**src/rtl/i2c_pkg.sv**
```systemverilog
// rtl/i2c_pkg.sv - shared state encoding and register bit indices for the I2C byte engine
package i2c_pkg;

  typedef enum logic [3:0] {
    IDLE     = 4'd0,
    START    = 4'd1,
    ADDR     = 4'd2,
    ADDR_ACK = 4'd3,
    DATA     = 4'd4,
    DATA_ACK = 4'd5,
    STOP     = 4'd6,
    DONE     = 4'd7
  } state_t;

  localparam int CTRL_EN = 7;
  localparam int CTRL_RW = 1;
  localparam int CTRL_GO = 0;

  localparam int ST_BUSY = 0;
  localparam int ST_DONE = 1;
  localparam int ST_NACK = 2;

endpackage

```
**src/rtl/i2c_tick_gen.sv**
```systemverilog
// rtl/i2c_tick_gen.sv - quarter-bit prescaler: one tick every div+1 enabled, unfrozen cycles
module i2c_tick_gen #(
  parameter int W = 16
) (
  input  logic         clk,
  input  logic         rst,
  input  logic         clr,
  input  logic         en,
  input  logic         freeze,
  input  logic [W-1:0] div,
  output logic         tick
);

  logic [W-1:0] cnt;

  // >= rather than == so a shrinking div mid-count reloads instead of wrapping
  assign tick = en && !freeze && (cnt >= div);

  always_ff @(posedge clk) begin
    if (rst || clr) begin
      cnt <= '0;
    end else if (en && !freeze) begin
      cnt <= (cnt >= div) ? '0 : cnt + 1'b1;
    end
  end

endmodule

```
**src/rtl/i2c_byte_engine.sv**
```systemverilog
// rtl/i2c_byte_engine.sv - single-byte I2C master (START, addr+RW, data, STOP), open-drain pads
// Define I2C_CLK_STRETCH_EN to let a slave hold SCL low and freeze the bit timing.
module i2c_byte_engine
  import i2c_pkg::*;
#(
  parameter logic [6:0] SLAVE_ADDRESS = 7'h50,
  parameter int         CLK_DIV_W     = 16
) (
  input  logic                 clk,
  input  logic                 rst,
  input  logic [CLK_DIV_W-1:0] clk_div,
  input  logic [7:0]           ctrl,
  input  logic [7:0]           tx,
  output logic [7:0]           rx,
  output logic [7:0]           status,
  input  logic                 scl_i,
  output logic                 scl_oe,
  input  logic                 sda_i,
  output logic                 sda_oe,
  output logic [3:0]           state_debug,
  output logic [2:0]           bit_counter_debug
);

  state_t     state_q, state_d;
  logic [1:0] q_q;
  logic [2:0] bit_q;
  logic [7:0] shift_q, tx_q;
  logic       rw_q, go_q, samp_q, busy_q, done_q, nack_q;
  logic       tick, launch, abort, phase_end, freeze, active;
  logic       unused_inputs;

  assign unused_inputs = ^{ctrl[6:2], scl_i};

  assign active    = (state_q != IDLE) && (state_q != DONE);
  assign launch    = (state_q == IDLE) && ctrl[CTRL_EN] && ctrl[CTRL_GO] && !go_q;
  assign abort     = (state_q != IDLE) && !ctrl[CTRL_EN];
  assign phase_end = tick && (q_q == 2'd3);

`ifdef I2C_CLK_STRETCH_EN
  // SCL released by us but still low: the slave is stretching
  assign freeze = active && (q_q != 2'd0) && !scl_oe && !scl_i;
`else
  assign freeze = 1'b0;
`endif

  i2c_tick_gen #(.W(CLK_DIV_W)) u_tick (
    .clk    (clk),
    .rst    (rst),
    .clr    (launch),
    .en     (active),
    .freeze (freeze),
    .div    (clk_div),
    .tick   (tick)
  );

  always_ff @(posedge clk) begin
    if (rst) state_q <= IDLE;
    else     state_q <= state_d;
  end

  always_comb begin
    state_d = state_q;
    if (abort) begin
      state_d = IDLE;
    end else begin
      case (state_q)
        IDLE:     if (launch) state_d = START;
        START:    if (phase_end) state_d = ADDR;
        ADDR:     if (phase_end && bit_q == 3'd0) state_d = ADDR_ACK;
        ADDR_ACK: if (phase_end) state_d = samp_q ? STOP : DATA;
        DATA:     if (phase_end && bit_q == 3'd0) state_d = DATA_ACK;
        DATA_ACK: if (phase_end) state_d = STOP;
        STOP:     if (phase_end) state_d = DONE;
        DONE:     state_d = IDLE;
        default:  state_d = IDLE;
      endcase
    end
  end

  always_ff @(posedge clk) begin
    if (rst) begin
      q_q     <= 2'd0;
      bit_q   <= 3'd7;
      shift_q <= 8'h00;
      tx_q    <= 8'h00;
      rw_q    <= 1'b0;
      go_q    <= 1'b0;
      samp_q  <= 1'b0;
      busy_q  <= 1'b0;
      done_q  <= 1'b0;
      nack_q  <= 1'b0;
      rx      <= 8'h00;
    end else begin
      go_q <= ctrl[CTRL_GO];
      if (launch) begin
        q_q     <= 2'd0;
        bit_q   <= 3'd7;
        shift_q <= {SLAVE_ADDRESS, ctrl[CTRL_RW]};
        tx_q    <= tx;
        rw_q    <= ctrl[CTRL_RW];
        busy_q  <= 1'b1;
        done_q  <= 1'b0;
        nack_q  <= 1'b0;
      end else if (abort) begin
        busy_q <= 1'b0;
        done_q <= 1'b0;
      end else if (tick) begin
        q_q <= q_q + 2'd1;
        if (q_q == 2'd1) samp_q <= sda_i;
        if (q_q == 2'd3) begin
          // bit counter wraps 0 -> 7, ready for the data byte
          case (state_q)
            ADDR, DATA: begin
              shift_q <= {shift_q[6:0], samp_q};
              bit_q   <= bit_q - 3'd1;
            end
            ADDR_ACK: begin
              if (samp_q) nack_q  <= 1'b1;
              else        shift_q <= tx_q;
            end
            DATA_ACK: begin
              if (rw_q)        rx     <= shift_q;
              else if (samp_q) nack_q <= 1'b1;
            end
            STOP: begin
              busy_q <= 1'b0;
              done_q <= 1'b1;
            end
            default: ;
          endcase
        end
      end
    end
  end

  always_comb begin
    scl_oe = 1'b0;
    sda_oe = 1'b0;
    case (state_q)
      START: begin
        scl_oe = (q_q == 2'd3);
        sda_oe = (q_q != 2'd0);
      end
      ADDR: begin
        scl_oe = (q_q == 2'd0);
        sda_oe = ~shift_q[7];
      end
      DATA: begin
        scl_oe = (q_q == 2'd0);
        sda_oe = ~rw_q & ~shift_q[7];
      end
      ADDR_ACK, DATA_ACK: scl_oe = (q_q == 2'd0);
      STOP: begin
        scl_oe = (q_q == 2'd0);
        sda_oe = (q_q != 2'd3);
      end
      default: ;
    endcase
  end

  always_comb begin
    status          = 8'h00;
    status[ST_BUSY] = busy_q;
    status[ST_DONE] = done_q;
    status[ST_NACK] = nack_q;
  end

  assign state_debug       = state_q;
  assign bit_counter_debug = bit_q;

endmodule
```
**config.mk**
```make
export PLATFORM = sky130hd
export DESIGN_NAME = i2c_byte_engine
export DESIGN_NICKNAME = d
export VERILOG_FILES = /design/src/rtl/i2c_pkg.sv /design/src/rtl/i2c_tick_gen.sv /design/src/rtl/i2c_byte_engine.sv
export SDC_FILE = /design/constraint.sdc
export NUM_CORES = 1
export LEC_CHECK = 0
export CAP_MARGIN = 20
export CORE_ASPECT_RATIO = 1.1
export CORE_MARGIN = 10
export CORE_UTILIZATION = 35
export DETAILED_ROUTE_END_ITERATION = 6
export DONT_BUFFER_PORTS = 1
export RECOVER_POWER = 100
export SKIP_LAST_GASP = 1
export SYNTH_ARGS = -nofsm -noshare
export SYNTH_HDL_FRONTEND = slang
export SYNTH_SLANG_ARGS = --single-unit
```
**constraint.sdc**
```tcl
create_clock -name clk -period 2.58 [get_ports clk]
set_input_delay 0.516 -clock clk [delete_from_list [all_inputs] [get_ports clk]]
set_output_delay 0.516 -clock clk [all_outputs]
set_load 0.005 [all_outputs]
```
==> impl_metrics.tcl <==
set metrics [dict create \
    maxCapViolations 0 \
    final_cell_mix "dfxtp_1, nand2_1, a21oi_1, nor2_1, inv_1" \
    met1_length_um 2998 \
    path_class "reg -> reg" \
    highest_layer "met4" \
    power_frac_comb 0.070 \
    cts_inserted_buffers 5 \
    crit_arrival_ns 2.60 \
    antenna_violating_nets_post_route 0 \
    insertion_delay_ns 0.31 \
    setup_viol 0 \
    finalMaxSlewViolations 0 \
    dpl.hpwl_um 5532 \
    skew_ns 0.01081 \
    leakage_nw 1.258 \
    cts_buffer_depth 2 \
    yosysTopAreaCell "dfxtp_1" \
    ctsHoldBuffers 0 \
    fin_nets 424 \
    worstReg2RegStart "u_tick.cnt[13]" \
    crit_required_ns 2.78 \
    power_density_mw_per_mm2 445.5 \
    min_period_over_period 0.9285 \
    via_per_inst 5.019 \
    status "finished clean" \
    cpPeakStageDelay_ns 0.36 \
    worst_pin_slew_ns 0.5421 \
    crit_start "u_tick.cnt[13]" \
    hold_start "rst" \
    wl_met3_um 434 \
    sequentialPowerShare 0.584 \
    ys.flop_type "dfxtp_1" \
    place_congestion 0.8579 \
    avgSynthCellArea_um2 8.552 \
    slew_headroom 0.6339 \
    wl_per_cell_um 14.39 \
    netlist.area_leader.share 0.3426 \
    ctsRootBufferMaster "clkbuf_8" \
    die_w_um 110.5 \
    ios 61 \
    htree_levels 2 \
    start_util 0.3574 \
    p_switching_uw 381.5 \
    vias 2414 \
    rsz0062_at_grt "no" \
    ir_worst_vdd_mv 0.2888 \
    post-route-util 0.3732 \
    synth.distinct_cells 56 \
    drc 0 \
    yosys_warnings 0 \
    worst_setup_path_end_kind "flip-flop" \
    swShare 0.2600 \
    internal_power_mw 1.086 \
    globalRouteTotalUtil 0.1056 \
    postSynthRegisterBits 54 \
    syn_area_mm2 0.003156 \
    initialDrtViolationCount 124 \
    synth_edf_count 0 \
    wl_um 6922 \
    area_growth_pct 4.401 \
    syn-instance-count 369 \
    die_area_mm2 0.01322 \
    path_buf_inv 1 \
    wl_met2_um 3444 \
    synth.top_cells.by_area "dfxtp_1, ha_1, a21oi_1, nand2_1, nor2_4" \
    max_freq_mhz 417.4 \
    worst_setup_hold_path_clk_slew_ns 0.11 \
    core_mm2 0.008828 \
    crit_slowest_cell "dfxtp_1" \
    path_cells "ha_1 > nand4_1 > nor3_4 > o311ai_4 > a31oi_1 > nand2b_1 > clkbuf_4 > nor2_1" \
    first_pass_iters 4 \
    grt_pass1_vias 2509 \
    port-buffer-count 0 \
    drive_above_1_share 0.1008 \
    hold_class "in -> reg" \
    layout_commonest_cell "dfxtp_1" \
    tns_ns 0 \
    post-route-min-period_ns 2.396 \
    clock_sinks 54 \
    die_h_um 119.6 \
    grt_pass1_wl_um 12090 \
    cts_tree "yes" \
    grt_max_degree 33 \
    critical_path.max_fanout 7 \
    antenna_found_initial 0 \
    ys_seq_area_frac 0.3426 \
    critPathLaunchType "flip-flop" \
    async_reset_ff_frac 0 \
    grt_overflow 0 \
    crit_family "simple AND/OR/NAND/NOR gates" \
    n_antenna_cell 0 \
    clockPowerShare 0.346 \
    hold_viol 0 \
    num_rows 36 \
]
## power groups by stage
stage	Sequential (mW)	Clock, mW	Combinational, mW
after floorplan	0.873	0	0.103
after global placement	0.877	0	0.110
after detailed placement	0.877	0	0.113
after CTS	0.858	0.519	0.114
after global routing	0.860	0.551	0.118
final	0.857	0.507	0.103
## cells by family after synthesis
kind of cell             count (synthesis)  synth area share
AND/OR/NAND/NOR                        136            0.2419
AO/OA/AOI/OAI                           80            0.1725
flip-flops                              54            0.3426
buffers and inverters                   51           0.08089
adder cells (fa/ha/maj)                 22           0.08723
multiplexers                            10           0.03212
other                                    1          0.001188
XOR/XNOR                                15           0.04163
## per-layer routing
layer	up-vias	global-route usage
met5	-	0
met4	0	0.02280
met3	4	0.03338
met2	55	0.1851
met1	1098	0.1231
li1	1257	-
## through the flow
stage | hold slack (ns) | instances | instance area, µm² | setup WS, ns | total power [mW]
after floorplan | 0.4357 | 374 | 3174 | 0.2317 | 0.9757
after global placement | 0.4426 | 473 | 3263 | 0.1372 | 0.9865
after detailed placement | 0.4436 | 473 | 3263 | 0.1254 | 0.9900
after CTS | 0.2460 | 481 | 3358 | 0.09856 | 1.490
after global routing | 0.2367 | 481 | 3294 | 0.05166 | 1.529
final | 0.2524 | 481 | 3294 | 0.1844 | 1.468
## flip-flops by register name, indices dropped and copies added (netlist names)
signal and count:
u_tick.cnt 16, rx 8, shift_q 8, tx_q 8, bit_counter_debug 3, state_debug 3, q_q 2, busy_q 1
done_q 1, go_q 1, nack_q 1, rw_q 1, samp_q 1
## path summary, 6_finish.rpt
path / cells past startpoint / endpoint / slack (ns)
setup / recovery: 8 / u_tick.cnt[2] / 0.18
hold / removal: 1 / rw_q / 0.25
setup reg to reg: 8 / u_tick.cnt[2] / 0.18
hold reg to reg: 2 / tx_q[6] / 0.46
## worst register-to-register path, cell delays in order (launching register included)
cell and delay (ns):
dfxtp_1 0.36, ha_1 0.31, nand4_1 0.19, nor3_4 0.32, o311ai_4 0.20, a31oi_1 0.33
nand2b_1 0.22, clkbuf_4 0.29, nor2_1 0.07
## synthesized netlist by cell type (all sizes together) (3+ instances only)
| master | instances |
|---|---|
| a211oi | 10 |
| a21oi | 32 |
| a31oi | 5 |
| and3 | 5 |
| buf | 15 |
| clkbuf | 11 |
| dfxtp | 54 |
| ha | 22 |
| inv | 25 |
| mux2i | 9 |
| nand2 | 40 |
| nand2b | 8 |
| nand3 | 14 |
| nand4 | 8 |
| nor2 | 40 |
| nor2b | 5 |
| nor3 | 7 |
| o21ai | 17 |
| o311ai | 3 |
| xnor2 | 7 |
| xor2 | 8 |
## what timing repair did
item | CTS | global route
setup endpoints to repair | 0 | 1
hold endpoints to repair | 0 | 0
resized for setup | 0 | 1
setup buffers | 0 | 0
## layout make-up
cell class | instances | area [µm²]
multi-input combinational | 269 | 1803
tap | 114 | 142.6
fill | 940 | 5534
inverter | 25 | 93.84
timing repair buffer | 11 | 77.57
sequential | 54 | 1082
clock buffer | 5 | 68.82
clock inverter | 3 | 26.28
Note: power is estimated with default switching activity, not from simulation.
